===== src/rtl/xy_dac_serializer.sv =====
`default_nettype none
// =============================================================================
// xy_dac_serializer : clamps XY points, buffers them and drives a dual 12-bit
// SPI DAC (X on A, Y on B, then LDAC). Option macro: XY_DAC_INVERT_Y_EN.
// Revision: 1.0
// =============================================================================
module xy_dac_serializer #(
  parameter int IN_WIDTH   = 9,
  parameter int DAC_BITS   = 8,
  parameter int FRAME_MIN  = 0,
  parameter int FRAME_MAX  = 255,
  parameter int FIFO_DEPTH = 16,
  parameter int SCLK_DIV   = 2
) (
  input  logic                       clk,
  input  logic                       rst,
  input  logic signed [IN_WIDTH-1:0] x,
  input  logic signed [IN_WIDTH-1:0] y,
  input  logic                       drawing,
  input  logic                       vector_reset,
  output logic                       dac_sclk,
  output logic                       dac_mosi,
  output logic                       dac_cs_n,
  output logic                       dac_ldac_n,
  output logic                       blank,
  output logic                       full,
  output logic                       overflow
);

  localparam int AW = $clog2(FIFO_DEPTH);
  localparam int CW = AW + 1;
  localparam int DW = $clog2(SCLK_DIV) + 1;
  localparam logic [DW-1:0] DIV_LAST = DW'(SCLK_DIV - 1);
  localparam logic [CW-1:0] DEPTH_C  = CW'(FIFO_DEPTH);

`ifdef XY_DAC_INVERT_Y_EN
  localparam logic INV_Y = 1'b1;
`else
  localparam logic INV_Y = 1'b0;
`endif

  typedef enum logic [2:0] {
    S_IDLE    = 3'd0,
    S_SHIFT_X = 3'd1,
    S_GAP     = 3'd2,
    S_SHIFT_Y = 3'd3,
    S_HOLD    = 3'd4,
    S_LATCH   = 3'd5
  } state_t;

  function automatic logic [11:0] to_code(input int v, input logic mirror);
    int c;
    c = v;
    if (c < FRAME_MIN)      c = FRAME_MIN;
    else if (c > FRAME_MAX) c = FRAME_MAX;
    if (mirror) c = FRAME_MAX - (c - FRAME_MIN);
    return 12'(DAC_BITS'(c)) << (12 - DAC_BITS);
  endfunction

  logic [11:0] code_x, code_y;
  assign code_x = to_code(int'(x), 1'b0);
  assign code_y = to_code(int'(y), INV_Y);

  logic [23:0]   mem_q [FIFO_DEPTH];
  logic [AW-1:0] wr_ptr_q, wr_ptr_d, rd_ptr_q, rd_ptr_d;
  logic [CW-1:0] count_q, count_d;
  logic          full_q, full_d, overflow_q, overflow_d, pending_q, pending_d;
  logic          push, drop, pop;

  state_t        state_q, state_d;
  logic [DW-1:0] div_q, div_d;
  logic [4:0]    half_q, half_d;
  logic [15:0]   shreg_q, shreg_d;
  logic [11:0]   ycode_q, ycode_d;
  logic          cs_n_q, cs_n_d, sclk_q, sclk_d, mosi_q, mosi_d;
  logic          ldac_n_q, ldac_n_d, blank_q, blank_d;

  // The line drawer cannot stall, so a point arriving while full is lost.
  always_comb begin
    push       = drawing & ~full_q;
    drop       = drawing & full_q;
    wr_ptr_d   = push ? wr_ptr_q + AW'(1) : wr_ptr_q;
    rd_ptr_d   = pop  ? rd_ptr_q + AW'(1) : rd_ptr_q;
    count_d    = count_q + CW'(push) - CW'(pop);
    full_d     = (count_d == DEPTH_C);
    overflow_d = drop ? 1'b1 : (vector_reset ? 1'b0 : overflow_q);
    pending_d  = (count_q != '0);
  end

  always_ff @(posedge clk) begin
    if (push) mem_q[wr_ptr_q] <= {code_x, code_y};
  end

  always_comb begin
    state_d  = state_q;
    div_d    = div_q;
    half_d   = half_q;
    shreg_d  = shreg_q;
    ycode_d  = ycode_q;
    cs_n_d   = cs_n_q;
    sclk_d   = sclk_q;
    mosi_d   = mosi_q;
    ldac_n_d = ldac_n_q;
    blank_d  = blank_q;
    pop      = 1'b0;
    unique case (state_q)
      S_IDLE: begin
        if (pending_q) begin
          pop     = 1'b1;
          ycode_d = mem_q[rd_ptr_q][11:0];
          shreg_d = {4'b0011, mem_q[rd_ptr_q][23:12]};
          mosi_d  = 1'b0;
          cs_n_d  = 1'b0;
          div_d   = '0;
          half_d  = '0;
          state_d = S_SHIFT_X;
        end
      end
      S_SHIFT_X, S_SHIFT_Y: begin
        if (div_q == DIV_LAST) begin
          div_d  = '0;
          half_d = half_q + 5'd1;
          if (!half_q[0]) begin
            sclk_d = 1'b1;
          end else begin
            // Falling SCLK: present the next bit, or close the word after bit 0.
            sclk_d = 1'b0;
            if (half_q == 5'd31) begin
              cs_n_d  = 1'b1;
              mosi_d  = 1'b0;
              state_d = (state_q == S_SHIFT_X) ? S_GAP : S_HOLD;
            end else begin
              shreg_d = {shreg_q[14:0], 1'b0};
              mosi_d  = shreg_q[14];
            end
          end
        end else begin
          div_d = div_q + DW'(1);
        end
      end
      S_GAP: begin
        if (div_q == DW'(1)) begin
          div_d   = '0;
          half_d  = '0;
          shreg_d = {4'b1011, ycode_q};
          mosi_d  = 1'b1;
          cs_n_d  = 1'b0;
          state_d = S_SHIFT_Y;
        end else begin
          div_d = div_q + DW'(1);
        end
      end
      S_HOLD: begin
        ldac_n_d = 1'b0;
        blank_d  = 1'b0;
        state_d  = S_LATCH;
      end
      S_LATCH: begin
        ldac_n_d = 1'b1;
        if (count_q == '0) blank_d = 1'b1;
        state_d = S_IDLE;
      end
      default: state_d = S_IDLE;
    endcase
  end

  always_ff @(posedge clk or negedge rst) begin
    if (!rst) begin
      wr_ptr_q   <= '0;
      rd_ptr_q   <= '0;
      count_q    <= '0;
      full_q     <= 1'b0;
      overflow_q <= 1'b0;
      pending_q  <= 1'b0;
      state_q    <= S_IDLE;
      div_q      <= '0;
      half_q     <= '0;
      shreg_q    <= '0;
      ycode_q    <= '0;
      cs_n_q     <= 1'b1;
      sclk_q     <= 1'b0;
      mosi_q     <= 1'b0;
      ldac_n_q   <= 1'b1;
      blank_q    <= 1'b1;
    end else begin
      wr_ptr_q   <= wr_ptr_d;
      rd_ptr_q   <= rd_ptr_d;
      count_q    <= count_d;
      full_q     <= full_d;
      overflow_q <= overflow_d;
      pending_q  <= pending_d;
      state_q    <= state_d;
      div_q      <= div_d;
      half_q     <= half_d;
      shreg_q    <= shreg_d;
      ycode_q    <= ycode_d;
      cs_n_q     <= cs_n_d;
      sclk_q     <= sclk_d;
      mosi_q     <= mosi_d;
      ldac_n_q   <= ldac_n_d;
      blank_q    <= blank_d;
    end
  end

  assign dac_sclk   = sclk_q;
  assign dac_mosi   = mosi_q;
  assign dac_cs_n   = cs_n_q;
  assign dac_ldac_n = ldac_n_q;
  assign blank      = blank_q;
  assign full       = full_q;
  assign overflow   = overflow_q;

endmodule
`default_nettype wire


===== config.mk =====
export PLATFORM = sky130hd
export DESIGN_NAME = xy_dac_serializer
export DESIGN_NICKNAME = d
export VERILOG_FILES = /design/src/rtl/xy_dac_serializer.sv
export SDC_FILE = /design/constraint.sdc
export NUM_CORES = 1
export LEC_CHECK = 0
export BUFFER_PORTS_ARGS = -buffer_cell sky130_fd_sc_hd__clkbuf_2
export CAP_MARGIN = 0
export CORE_MARGIN = 2
export CORE_UTILIZATION = 50
export CTS_CLUSTER_DIAMETER = 30
export DETAILED_ROUTE_END_ITERATION = 7
export PLACE_DENSITY = 0.7
export SLEW_MARGIN = 25
export SYNTH_ARGS = -nofsm -noshare
export SYNTH_HDL_FRONTEND = slang
export SYNTH_SLANG_ARGS = --single-unit

===== constraint.sdc =====
create_clock -name clk -period 2.6 [get_ports clk]
set_clock_uncertainty 0.05 [all_clocks]
set_input_delay 0.39 -clock clk [delete_from_list [all_inputs] [get_ports clk]]
set_output_delay 0.39 -clock clk [all_outputs]
set_load 0.02 [all_outputs]

==> flow_summary.rst, run 1 <==
.. list-table::
   :header-rows: 1

   * - Metric
     - Value
   * - Portion of the post-synthesis area used by sequential elements
     - 0.699
   * - CTS Root Cell
     - clkbuf_16
   * - Setup violations, final
     - 0
   * - Initial core utilization
     - 0.508
   * - IR Drop Worst-Case VDD
     - 0.000631 V
   * - Cell family contributing the most delay on the critical path
     - adder cells
   * - Post-CTS Hold Buffers
     - 1
   * - Post-synth EDFFs
     - 256
   * - Clock latency at the later pin of the worst-skew pair
     - 0.56 ns
   * - Vias in the first global route
     - 7483
   * - Ratio of cells with drive above 1 in the final layout
     - 0.271
   * - Count of unresolved DRC violations after routing
     - 0
   * - Max frequency
     - about 420 MHz
   * - Min-Delay Path Class
     - in2reg
   * - WHS
     - 0.0143 ns
   * - Count of final max-slew check failures
     - 0
   * - Count of nets left with antenna violations after detail routing
     - 0
   * - Fin. Hold Viols
     - 0
   * - Worst max-slew margin expressed relative to the limit
     - 0.367
   * - Post-cts resize count
     - 0
   * - Synthesized area per cell
     - 16.9 um2
   * - Most area-hungry cell type in the Yosys netlist
     - edfxtp_1
   * - Maximum clock path buffer count
     - 3
   * - Switching share of power
     - 0.229
   * - First-pass GRT wire length
     - 43300 um
   * - Clock period minus worst slack
     - 2.40 ns
   * - Number of diodes
     - 0
   * - Length of the first detailed-routing pass in iterations
     - 5
   * - CTS tree
     - built
   * - Post-synthesis async set-or-reset flop share
     - 0.163
   * - Port buffer count
     - 28
   * - Class of the most critical setup path
     - reg2reg
   * - Number of sinks on the clock net
     - 306
   * - Required time at the endpoint of the critical path
     - 3.02 ns
   * - Cell Chain, Critical Path
     - nor2_2 > nand3b_2 > inv_2 > ha_1 > inv_1 > ha_1 > fa_1 > a21oi_1 > o21bai_1 > xnor2_1 > and3b_1
   * - Final HPWL DP
     - 16400 um
   * - H-tree levels
     - 2
   * - Height of the die
     - roughly 160 um
   * - Slowest stage cell on the critical path
     - fa_1
   * - Most Frequent Cell on Critical Path
     - ha_1
   * - Kind of end point of the critical path
     - flop
   * - Crit share post-route
     - 0.923
   * - CTS Buf Count
     - 56
   * - Total congestion overflow after global routing
     - 0
   * - Weighted congestion at the end of routability-driven global placement
     - 0.868
   * - Unrepaired setup endpoints after global routing
     - false
   * - Critical Path Max Stage Delay
     - 0.41 ns
   * - Critical Path Start Type
     - flop
   * - Number of nets in the layout
     - 879
   * - Bufs and invs on worst path
     - 2
   * - Cells after Synth
     - about 760
   * - X dimension of the die
     - 164 um
   * - Area of the mapped netlist
     - around 13000 um2
   * - Predominant post-synthesis flop cell
     - edfxtp_1
   * - Seq pwr share
     - 0.410
   * - Area added between synthesis and finish
     - 20.6%
   * - Worst-case setup slack after placement
     - ~0.15 ns
   * - Site Rows
     - 58
   * - Tot Pwr
     - roughly 15 mW
   * - Max-cap violation count
     - 0
   * - Yosys warning count
     - 0
   * - Most common cell in the synthesized netlist
     - edfxtp_1
   * - Count of boundary I/O pins
     - 29
   * - Cell area power density
     - 956 nW/um2
   * - Largest cells by area after synthesis
     - edfxtp_1 (60%), dfrtp_1 (9.2%), mux4_2 (4.6%), mux2i_1 (3.6%), mux2_2 (2.4%)
   * - Outcome
     - finished, final reports clean
   * - Area share of the largest cell type after synthesis
     - 0.601
   * - Worst Setup Slack, final
     - roughly 0.20 ns
   * - Commonest cells in the synthesized netlist
     - edfxtp_1 (256), dfrtp_1 (47), mux2i_1 (46)
   * - Total Negative Setup Slacks
     - 0 ns
   * - Overall track demand over capacity in global routing
     - 0.217
   * - Post-synth cell types
     - between 50 and 60
   * - Actual slew at the worst max-slew pin
     - 0.947 ns
   * - Vias per std cell
     - 5.94
   * - Die Footprint
     - roughly 27000 um2
   * - Clock network fraction of design power
     - 0.506
   * - Count of placed standard cells in the final layout, fillers left out
     - about 1200
   * - Post CTS Setup Buffer Count
     - 0
   * - Mean routed wirelength per cell
     - 23.1 um
   * - Register bit total from synthesis
     - 306
   * - Internal portion of total power
     - 11.4 mW
   * - Portion of total power attributed to combinational logic
     - 0.084
   * - Number of placed instances, taps included
     - 1114
   * - Violation count after the first detailed-routing iteration
     - 727
   * - Clock-pin transition on the worst setup and hold timing paths
     - 0.05 ns
   * - Net count after synthesis
     - 793
   * - Leak Pwr
     - slightly below 6 nW
   * - Maximum number of pins on one net before global-route repair
     - 38
   * - Worst-path fanout max
     - 6
   * - Initial antenna violation count
     - 0
   * - Via total after detailed routing
     - 7241
   * - Placeable core area
     - 25200 um2
   * - DRT Wirelength
     - 28200 um
   * - Net switching power of the design
     - between 3 and 4 mW
   * - Data arrival time at the worst-slack endpoint
     - 2.82 ns
metal layers:
metal / GRT usage / vias up / part of all wire
li1: - / 3181 / -
met1: 0.279 / 3639 / 0.39
met5: 0 / - / 0
met4: 0.108 / 0 / 0.042
met2: 0.355 / 337 / 0.49
met3: 0.0449 / 84 / 0.073
power by group through the flow:
stage               registers [mW]  logic, mW  clock network, mW
floorplan                     6.09      0.739                  0
global route                  6.08       1.34               7.79
detailed placement            6.13       1.22                  0
CTS                           6.05       1.24               7.56
finish                        6.04       1.23               7.47
global placement              6.09       1.15                  0
worst register-to-register path, stage by stage (launching register included):
cell and delay (ns):
dfrtp_1 0.39, nor2_2 0.22, nand3b_2 0.12, inv_2 0.13
ha_1 0.13, inv_1 0.04, ha_1 0.20, fa_1 0.41
a21oi_1 0.17, o21bai_1 0.09, xnor2_1 0.18, and3b_1 0.17
final timing paths:
kind / end / cells after the start / from / slack (ns)
worst min-delay path: overflow / 2 / vector_reset / 0.01
min in group asynchronous: ycode_q[5] / 2 / rst / 0.39
worst max register to register: full / 11 / state_q[1] / 0.20
worst min register to register: dac_ldac_n / 2 / dac_ldac_n / 0.44
max in group asynchronous: blank / 3 / rst / 1.45
worst max-delay path: full / 11 / state_q[1] / 0.20
state kept, by name, summed over array words and instances (netlist names), 3 cells and up:
name,count
shreg_q,11
state_q,3
ycode_q,8
rd_ptr_q,4
half_q,5
count_q,5
mem_q,256
wr_ptr_q,4
stage by stage:
stage	util	cell area [um2]
after floorplan	-	12800
after global placement	0.533	13400
after detailed placement	0.533	13400
after CTS	0.611	15400
after global routing	0.612	15400
final	0.612	15400
cell type report:
type | count | area, um2
clock buffer | 61 | 1420
clock inverter | 44 | 554
fill | 1752 | 9760
inverter | 24 | 90.1
multi-input combinational | 383 | 3480
sequential | 306 | 8950
tap | 330 | 413
timing repair buffer | 72 | 510
cell families after synthesis:
group	after synthesis	share of synthesized area
simple gates	127	0.0573
flops	306	0.699
fa+ha+maj	14	0.0143
buf+inv	68	0.0299
mux	109	0.126
xor+xnor	11	0.00753
compound gates	122	0.0655
cell usage in the layout, fill, tap and decap left out, types with 6 or more instances in the layout:
cell        synthesis  final
a211oi_1            8      8
a21oi_1            18     18
a22oi_1            14     14
a31oi_1             8      8
a32oi_1             8      8
and2_1             17     17
and4_1              6      6
buf_4               7     40
bufinv_16           0     11
clkbuf_16           0     56
clkbuf_2            0     28
clkinv_2            0      9
clkinvlp_4          0     11
dfrtp_1            47     45
edfxtp_1          256    256
ha_1               13     13
inv_1              23     23
mux2_2             27     27
mux2i_1            46     46
mux4_1             10     10
mux4_2             26     26
nand2_1            29     29
nand2b_1            6      6
nand3_1             9      9
nand3b_1            8      8
nor2_1              9      9
nor2b_1            22     14
nor2b_2             0      8
o2111ai_1           8      8
o21ai_0            20     20
o21bai_1            9      9
o22ai_1             7      7
o311ai_1            7      7
xnor2_1             6      6
Note: power is estimated with default switching activity, not from simulation.
==> run 2: changes to the inputs <==
ABC_AREA = 1   (was unset)
PLACE_DENSITY = 0.69   (was 0.7)
==> run 2 against run 1 <==
  * Critical path depth unchanged
  * Die area up 2.5%
  * Final cell count increased by 38%
  * Maximum frequency down 1.6%
  * First-iteration DRC count up 15%
  * Sequential power barely moved
  * Count of clock-buffer cells in the layout increased by 4
  * Register-to-register slack got worse by 0.04 ns
  * Worst setup slack worse by 0.039 ns
  * Combinational power increased by 12%
  * Synthesized cell count increased by 60%
  * Non-clock buffer count grew 22
  * Critical endpoint unchanged
  * Largest cell class unchanged
  * Largest power group unchanged
  * Highest routed layer unchanged
==> flow_summary.rst, run 2 <==
.. list-table::
   :header-rows: 1

   * - Metric
     - Value
   * - First-pass GRT wire length
     - 48700 um (+12%)
   * - Most area-hungry cell type in the Yosys netlist
     - edfxtp_1
   * - Clock latency at the later pin of the worst-skew pair
     - 0.56 ns (about the same)
   * - Class of the most critical setup path
     - reg2reg
   * - Mean routed wirelength per cell
     - 18.4 um (-20%)
   * - Cells after Synth
     - 1209 (+60%)
   * - Area share of the largest cell type after synthesis
     - 0.586 (-0.0153)
   * - Vias in the first global route
     - 9036 (+21%)
   * - Worst max-slew margin expressed relative to the limit
     - 0.365 (-0.00229)
   * - Weighted congestion at the end of routability-driven global placement
     - 0.800 (-7.8%)
   * - Initial antenna violation count
     - 0 (unchanged)
   * - CTS Buf Count
     - 57 (+1.8%)
   * - H-tree levels
     - 2 (unchanged)
   * - Post-synth EDFFs
     - 256 (unchanged)
   * - Number of diodes
     - 0 (unchanged)
   * - Tot Pwr
     - 14.9 mW (+1.4%)
   * - Largest cells by area after synthesis
     - edfxtp_1 (59%), dfrtp_1 (9.0%), nand2_1 (6.9%), nand3_1 (4.5%), nor2_1 (4.4%)
   * - Post CTS Setup Buffer Count
     - 0 (unchanged)
   * - Final core occ
     - 0.618 (+0.00527)
   * - Maximum clock path buffer count
     - 3 (unchanged)
   * - Count of nets left with antenna violations after detail routing
     - 0 (unchanged)
   * - Data arrival time at the worst-slack endpoint
     - 2.86 ns (+0.04 ns)
   * - Leak Pwr
     - 6.51 nW (+13%)
   * - Min-Delay Path Class
     - in2reg
   * - Fraction of the mapped netlist area in compound gates
     - 0.0635 (-0.00195)
   * - Synthesized area per cell
     - 10.9 um2 (-36%)
   * - Register bit total from synthesis
     - 306 (unchanged)
   * - Number of nets in the layout
     - 1339 (+52%)
   * - Vias per std cell
     - 5.31 (-11%)
   * - Overall track demand over capacity in global routing
     - 0.227 (+0.00947)
   * - Highest routed metal layer
     - met4
   * - Final HPWL DP
     - 17600 um (+7.3%)
   * - Required time at the endpoint of the critical path
     - 3.02 ns (about the same)
   * - Via total after detailed routing
     - 8946 (+24%)
   * - Post-synthesis async set-or-reset flop share
     - 0.163 (unchanged)
   * - Synthesized-area fraction occupied by xor and xnor cells
     - 0.00668 (-0.000859)
   * - X dimension of the die
     - 166 um (+1.3%)
   * - WHS
     - 0.0146 ns (+0.000304 ns)
   * - Max-cap violation count
     - 0 (unchanged)
   * - Fin. Hold Viols
     - 0 (unchanged)
   * - Count of boundary I/O pins
     - 29 (unchanged)
   * - Site Rows
     - 59 (+1.7%)
   * - Met2 Wirelength
     - 15100 um (+9.7%)
   * - Cell area power density
     - 934 nW/um2 (-2.3%)
   * - Count of final max-slew check failures
     - 0 (unchanged)
   * - Count of unresolved DRC violations after routing
     - 0 (unchanged)
   * - CTS tree
     - built
   * - Critical Path Start Type
     - flop
   * - Post-cts resize count
     - 0 (unchanged)
   * - Most frequent cells in the layout
     - edfxtp_1 (256), nand2_1 (242), inv_1 (143), nor2_1 (137), nand3_1 (117)
   * - Total Negative Setup Slacks
     - 0 ns (unchanged)
   * - Largest registers ranked by flip-flop count
     - mem_q (256), shreg_q (11), ycode_q (8)
   * - Violation count after the first detailed-routing iteration
     - 839 (+15%)
   * - Post-synth cell types
     - 37 (-36%)
   * - Predominant post-synthesis flop cell
     - edfxtp_1
   * - Unrepaired setup endpoints after global routing
     - false
   * - Number of placed instances, taps included
     - 1577 (+42%)
   * - Count of filler cells inserted in the layout
     - 1922 (+9.7%)
   * - Height of the die
     - 166 um (+1.3%)
   * - Number of sinks on the clock net
     - 306 (unchanged)
   * - Worst-path fanout max
     - 5 (-1)
   * - Commonest non-fill, non-tap cell in the layout
     - edfxtp_1
   * - Portion of the post-synthesis area used by sequential elements
     - 0.682 (-0.0177)
   * - Placeable core area
     - 25900 um2 (+2.9%)
   * - Area added between synthesis and finish
     - 22.0%
   * - Clock-pin transition on the worst setup and hold timing paths
     - 0.05 ns (about the same)
   * - Outcome
     - finished, final reports clean
   * - Maximum number of pins on one net before global-route repair
     - 132 (+250%)
   * - Net count after synthesis
     - 1245 (+57%)
   * - Reg with most FFs
     - mem_q
   * - Post-CTS Hold Buffers
     - 2 (+1)
   * - Actual slew at the worst max-slew pin
     - 0.949 ns (+0.00188 ns)
   * - Clock period minus worst slack
     - 2.44 ns (+0.0390 ns)
   * - Length of the first detailed-routing pass in iterations
     - 5 (unchanged)
   * - Adder-cell share of the synthesized area
     - 0.0139 (-0.000362)
   * - Crit share post-route
     - 0.938 (+0.0150)
   * - CTS Root Cell
     - clkbuf_16
   * - Flip-flop count of the largest register after layout
     - 256 (unchanged)
   * - Multiplexer area fraction after synthesis
     - 0 (-0.126)
   * - Port buffer count
     - 28 (unchanged)
   * - Simple-gate portion of the synthesized area
     - 0.169 (+0.111)
   * - Area occupied by multi-input gates
     - 3360 um2 (-3.5%)
   * - Initial core utilization
     - 0.506 (-0.00145)
   * - IR Drop Worst-Case VDD
     - 0.000569 V (-9.8%)
   * - Count of placed standard cells in the final layout, fillers left out
     - 1686 (+38%)
   * - Amount of wire on met3 after detailed routing
     - 2120 um (+2.8%)
   * - Most common cell in the synthesized netlist
     - edfxtp_1
   * - Kind of end point of the critical path
     - flop
   * - Dominant combinational cell family by area after synthesis
     - simple AND/OR/NAND/NOR gates
   * - Ratio of cells with drive above 1 in the final layout
     - 0.164 (-0.107)
   * - Max frequency
     - 410 MHz (-1.6%)
   * - DRT Wirelength
     - 31100 um (+10%)
   * - Met1 Routed Length
     - 12800 um (+15%)
   * - Setup violations, final
     - 0 (unchanged)
   * - Total congestion overflow after global routing
     - 0 (unchanged)
   * - Commonest cells in the synthesized netlist
     - edfxtp_1 (256), nand2_1 (242), nor2_1 (154)
   * - Area taken by flip-flops and latches
     - 8950 um2 (unchanged)
   * - Yosys warning count
     - 0 (unchanged)
   * - Die Footprint
     - 27600 um2 (+2.5%)
   * - Area of the mapped netlist
     - 13100 um2 (+2.6%)
## run 2: cell types whose count changed after synthesis, sizes merged, moves of 46 or more
cell | previous run | this run
mux2i | 46 | 0
nand2 | 29 | 242
o21ai | 20 | 84
nor2 | 10 | 159
nand3 | 9 | 119
inv | 24 | 147
## run 2: metal layers
metal / GRT usage / vias up
li1: - / 4263
met1: 0.299 / 4274
met2: 0.379 / 326
met3: 0.0377 / 83
met4: 0.0900 / 0
met5: 0 / -
## run 2: layout make-up
cell class                 instances  area share
sequential                       306       0.559
inverter                         148      0.0350
clock buffer                      65      0.0910
timing repair buffer              94      0.0455
tap                              335      0.0262
multi-input combinational        696       0.210
clock inverter                    42      0.0331
## run 2: worst paths after layout
| kind | startpoint | endpoint | slack [ns] | cells after the start |
|---|---|---|---|---|
| max in group asynchronous | rst | wr_ptr_q[1] | 1.47 | 3 |
| min in group asynchronous | rst | rd_ptr_q[3] | 0.34 | 2 |
| min reg2reg | shreg_q[12] | shreg_q[12] | 0.44 | 2 |
| min | drawing | overflow | 0.01 | 3 |
| max reg2reg | state_q[1] | full | 0.16 | 11 |
| max | state_q[1] | full | 0.16 | 11 |
## run 2: power breakdown
group          switching [mW]  total [mW]  internal, mW
combinational           0.955        1.38         0.425
clock                    2.45        7.55          5.11
sequential              0.153        6.01          5.86
total                    3.55        14.9          11.4
## run 2: metrics by stage
step           area [um2]  setup WS (ns)
2_1_floorplan       13100         0.0617
3_3_place_gp        14000          0.219
3_5_place_dp        14000          0.198
4_1_cts             16000          0.173
5_1_grt             16000         0.0516
6_report            16000          0.160
## run 2: cells by family after synthesis
kind of cell    after synthesis
simple gates                531
flops                       306
buf+inv                     207
compound gates              141
fa+ha+maj                    14
xor+xnor                     10
## run 2: critical path, stage by stage (launching register included)
cell     delay (ns)
dfrtp_1        0.39
inv_1          0.13
nand2_1        0.09
inv_1          0.09
nand2_1        0.07
nor2_2         0.10
ha_1           0.23
inv_1          0.05
ha_1           0.18
fa_1           0.45
or3_1          0.36
nor3_1         0.17
==> run 3: changes to the inputs <==
==> constraint.sdc (replaced) <==
create_clock -name clk -period 2.6 [get_ports clk]
set_clock_uncertainty 0.05 [all_clocks]
set_input_delay 0.26 -clock clk [delete_from_list [all_inputs] [get_ports clk]]
set_output_delay 0.26 -clock clk [all_outputs]
set_load 0.02 [all_outputs]
==> run 3 against run 2 <==
  * Via count hardly changed
  * Maximum frequency rose by 3.2%
  * First-iteration DRC count shrank 10%
  * Sequential power is essentially flat
  * Worst setup slack gained 0.076 ns
  * Sequential cell count unchanged
  * Design area fell by 0.30%
  * Critical path depth up 1
  * Non-clock buffer count shrank 6
  * Critical path type unchanged
==> flow_summary.rst, run 3 (same netlist as run 2, synthesis figures left out) <==
.. list-table::
   :header-rows: 1

   * - Metric
     - Value
   * - Worst max-slew margin expressed relative to the limit
     - 0.339 (-0.0258)
   * - Total congestion overflow after global routing
     - 0 (unchanged)
   * - Commonest non-fill, non-tap cell in the layout
     - edfxtp_1
   * - Weighted congestion at the end of routability-driven global placement
     - 0.813 (+1.6%)
   * - X dimension of the die
     - 166 um (unchanged)
   * - Largest registers ranked by flip-flop count
     - mem_q (256), shreg_q (11), ycode_q (8)
   * - Setup violations, final
     - 0 (unchanged)
   * - Die Footprint
     - 27600 um2 (unchanged)
   * - Clock latency at the later pin of the worst-skew pair
     - 0.56 ns (about the same)
   * - Maximum number of pins on one net before global-route repair
     - 119 (-9.8%)
   * - Total Negative Setup Slacks
     - 0 ns (unchanged)
   * - Ratio of cells with drive above 1 in the final layout
     - 0.161 (-0.00212)
   * - Count of placed standard cells in the final layout, fillers left out
     - 1679 (-0.42%)
   * - DRT Wirelength
     - 30500 um (-2.0%)
   * - Most frequent cells in the layout
     - edfxtp_1 (256), nand2_1 (242), inv_1 (142), nor2_1 (137), nand3_1 (117)
   * - Depth of the worst hold-timing path
     - 4 (+1)
   * - Critical Path Start Type
     - flop
   * - CTS Buf Count
     - 58 (+1.8%)
   * - Final HPWL DP
     - 17100 um (-2.7%)
   * - Number of placed instances, taps included
     - 1570 (-0.44%)
   * - Count of unresolved DRC violations after routing
     - 0 (unchanged)
   * - Placeable core area
     - 25900 um2 (unchanged)
   * - Length of the first detailed-routing pass in iterations
     - 5 (unchanged)
   * - Cell area power density
     - 938 nW/um2 (+0.39%)
   * - Flip-flop count of the largest register after layout
     - 256 (unchanged)
   * - H-tree levels
     - 2 (unchanged)
   * - Maximum clock path buffer count
     - 3 (unchanged)
   * - Via total after detailed routing
     - 8948 (+0.022%)
   * - Height of the die
     - 166 um (unchanged)
   * - Post CTS Setup Buffer Count
     - 0 (unchanged)
   * - Mean routed wirelength per cell
     - 18.1 um (-1.6%)
   * - Actual slew at the worst max-slew pin
     - 0.988 ns (+0.0385 ns)
   * - CTS Root Cell
     - clkbuf_16
   * - CTS tree
     - built
   * - Required time at the endpoint of the critical path
     - 3.03 ns (about the same)
   * - Area of all placed cells without fillers
     - 16000 um2 (-0.30%)
   * - Site Rows
     - 59 (unchanged)
   * - Outcome
     - finished, final reports clean
   * - Count of final max-slew check failures
     - 0 (unchanged)
   * - Vias per std cell
     - 5.33 (+0.44%)
   * - Worst Reg-to-Reg Cells
     - 12 (+1)
   * - Crit share post-route
     - 0.909 (-0.0292)
   * - First-pass GRT wire length
     - 47800 um (-1.8%)
   * - Class of the most critical setup path
     - reg2reg
   * - Final core occ
     - 0.616 (-0.00188)
   * - Initial antenna violation count
     - 0 (unchanged)
   * - Min-Delay Path Class
     - in2reg
   * - Placed inst area
     - 13900 um2 (-0.64%)
   * - Count of boundary I/O pins
     - 29 (unchanged)
   * - Max-cap violation count
     - 0 (unchanged)
   * - Overall track demand over capacity in global routing
     - 0.224 (-0.00315)
   * - Unrepaired setup endpoints after global routing
     - false
   * - Violation count after the first detailed-routing iteration
     - 754 (-10%)
   * - Fin. Hold Viols
     - 0 (unchanged)
   * - Reg with most FFs
     - mem_q
   * - Kind of end point of the critical path
     - flop
   * - Data arrival time at the worst-slack endpoint
     - 2.79 ns (-0.07 ns)
   * - Clock-pin transition on the worst setup and hold timing paths
     - 0.05 ns (about the same)
   * - Leak Pwr
     - 6.49 nW (-0.33%)
   * - Max frequency
     - 423 MHz (+3.2%)
   * - Number of nets in the layout
     - 1334 (-0.37%)
   * - Count of nets left with antenna violations after detail routing
     - 0 (unchanged)
   * - Area added between synthesis and finish
     - 21.6%
   * - Vias in the first global route
     - 9039 (+0.033%)
   * - Initial core utilization
     - 0.506 (unchanged)
   * - Number of diodes
     - 0 (unchanged)
   * - Worst-path fanout max
     - 5 (unchanged)
   * - Number of sinks on the clock net
     - 306 (unchanged)
   * - Clock period minus worst slack
     - 2.36 ns (-0.0758 ns)
   * - IR Drop Worst-Case VDD
     - 0.000661 V (+16%)
   * - Port buffer count
     - 28 (unchanged)
## run 3: routing by layer
metal | part of all wire | vias up | track usage
met5 | 0 | - | 0
met4 | 0.035 | 0 | 0.105
met3 | 0.072 | 87 | 0.0379
met2 | 0.48 | 319 | 0.370
met1 | 0.41 | 4294 | 0.291
li1 | - | 4248 | -
## run 3: path summary, 6_finish.rpt
check / startpoint / slack [ns] / end
hold / removal: x[5] / 0.16 / mem_q[14][13]
hold reg to reg: dac_mosi / 0.44 / dac_mosi
max in group asynchronous: rst / 1.54 / div_q[1]
setup / recovery: state_q[1] / 0.24 / full
setup reg to reg: state_q[1] / 0.24 / full
min in group asynchronous: rst / 0.17 / full
## run 3: worst max-delay path, stage by stage, from the launching register on
cell and delay (ns):
dfrtp_1 0.38, inv_2 0.07, nand2_1 0.07, inv_1 0.06, nand2_1 0.07, nor2_2 0.04
ha_1 0.26, inv_1 0.04, ha_1 0.21, fa_1 0.41, xor2_1 0.16, or3_1 0.30
nor3_1 0.16
## run 3: power breakdown
part / switching [mW] / total (mW) / internal (mW)
Sequential: 0.147 / 6.01 / 5.86
Clock: 2.40 / 7.60 / 5.20
Combinational: 0.933 / 1.35 / 0.412
## run 3: what timing repair did
action                                  4_1_cts  5_1_grt
hold buffers                                  3        0
resized for setup                             0        1
endpoints found under the setup margin        0        1
endpoints found under the hold margin        20        0
## run 3: metrics by stage
step / hold slack (ns) / worst slack, ns / power, mW
2_1_floorplan: -0.0856 / 0.0617 / 6.82
3_3_place_gp: 0.197 / 0.268 / 7.37
3_5_place_dp: 0.209 / 0.199 / 7.43
4_1_cts: 0.152 / 0.172 / 15.0
5_1_grt: 0.175 / 0.0398 / 15.5
6_report: 0.162 / 0.236 / 15.0
## run 3: layout make-up
cell class	instances	area (um2)
fillers	1955	9960
flip-flops and latches	306	8950
multi-input cells	696	3360
clock buffers	70	1550
repair buffers	88	648
inverters	148	559
clock inverters	36	468
well taps	335	419
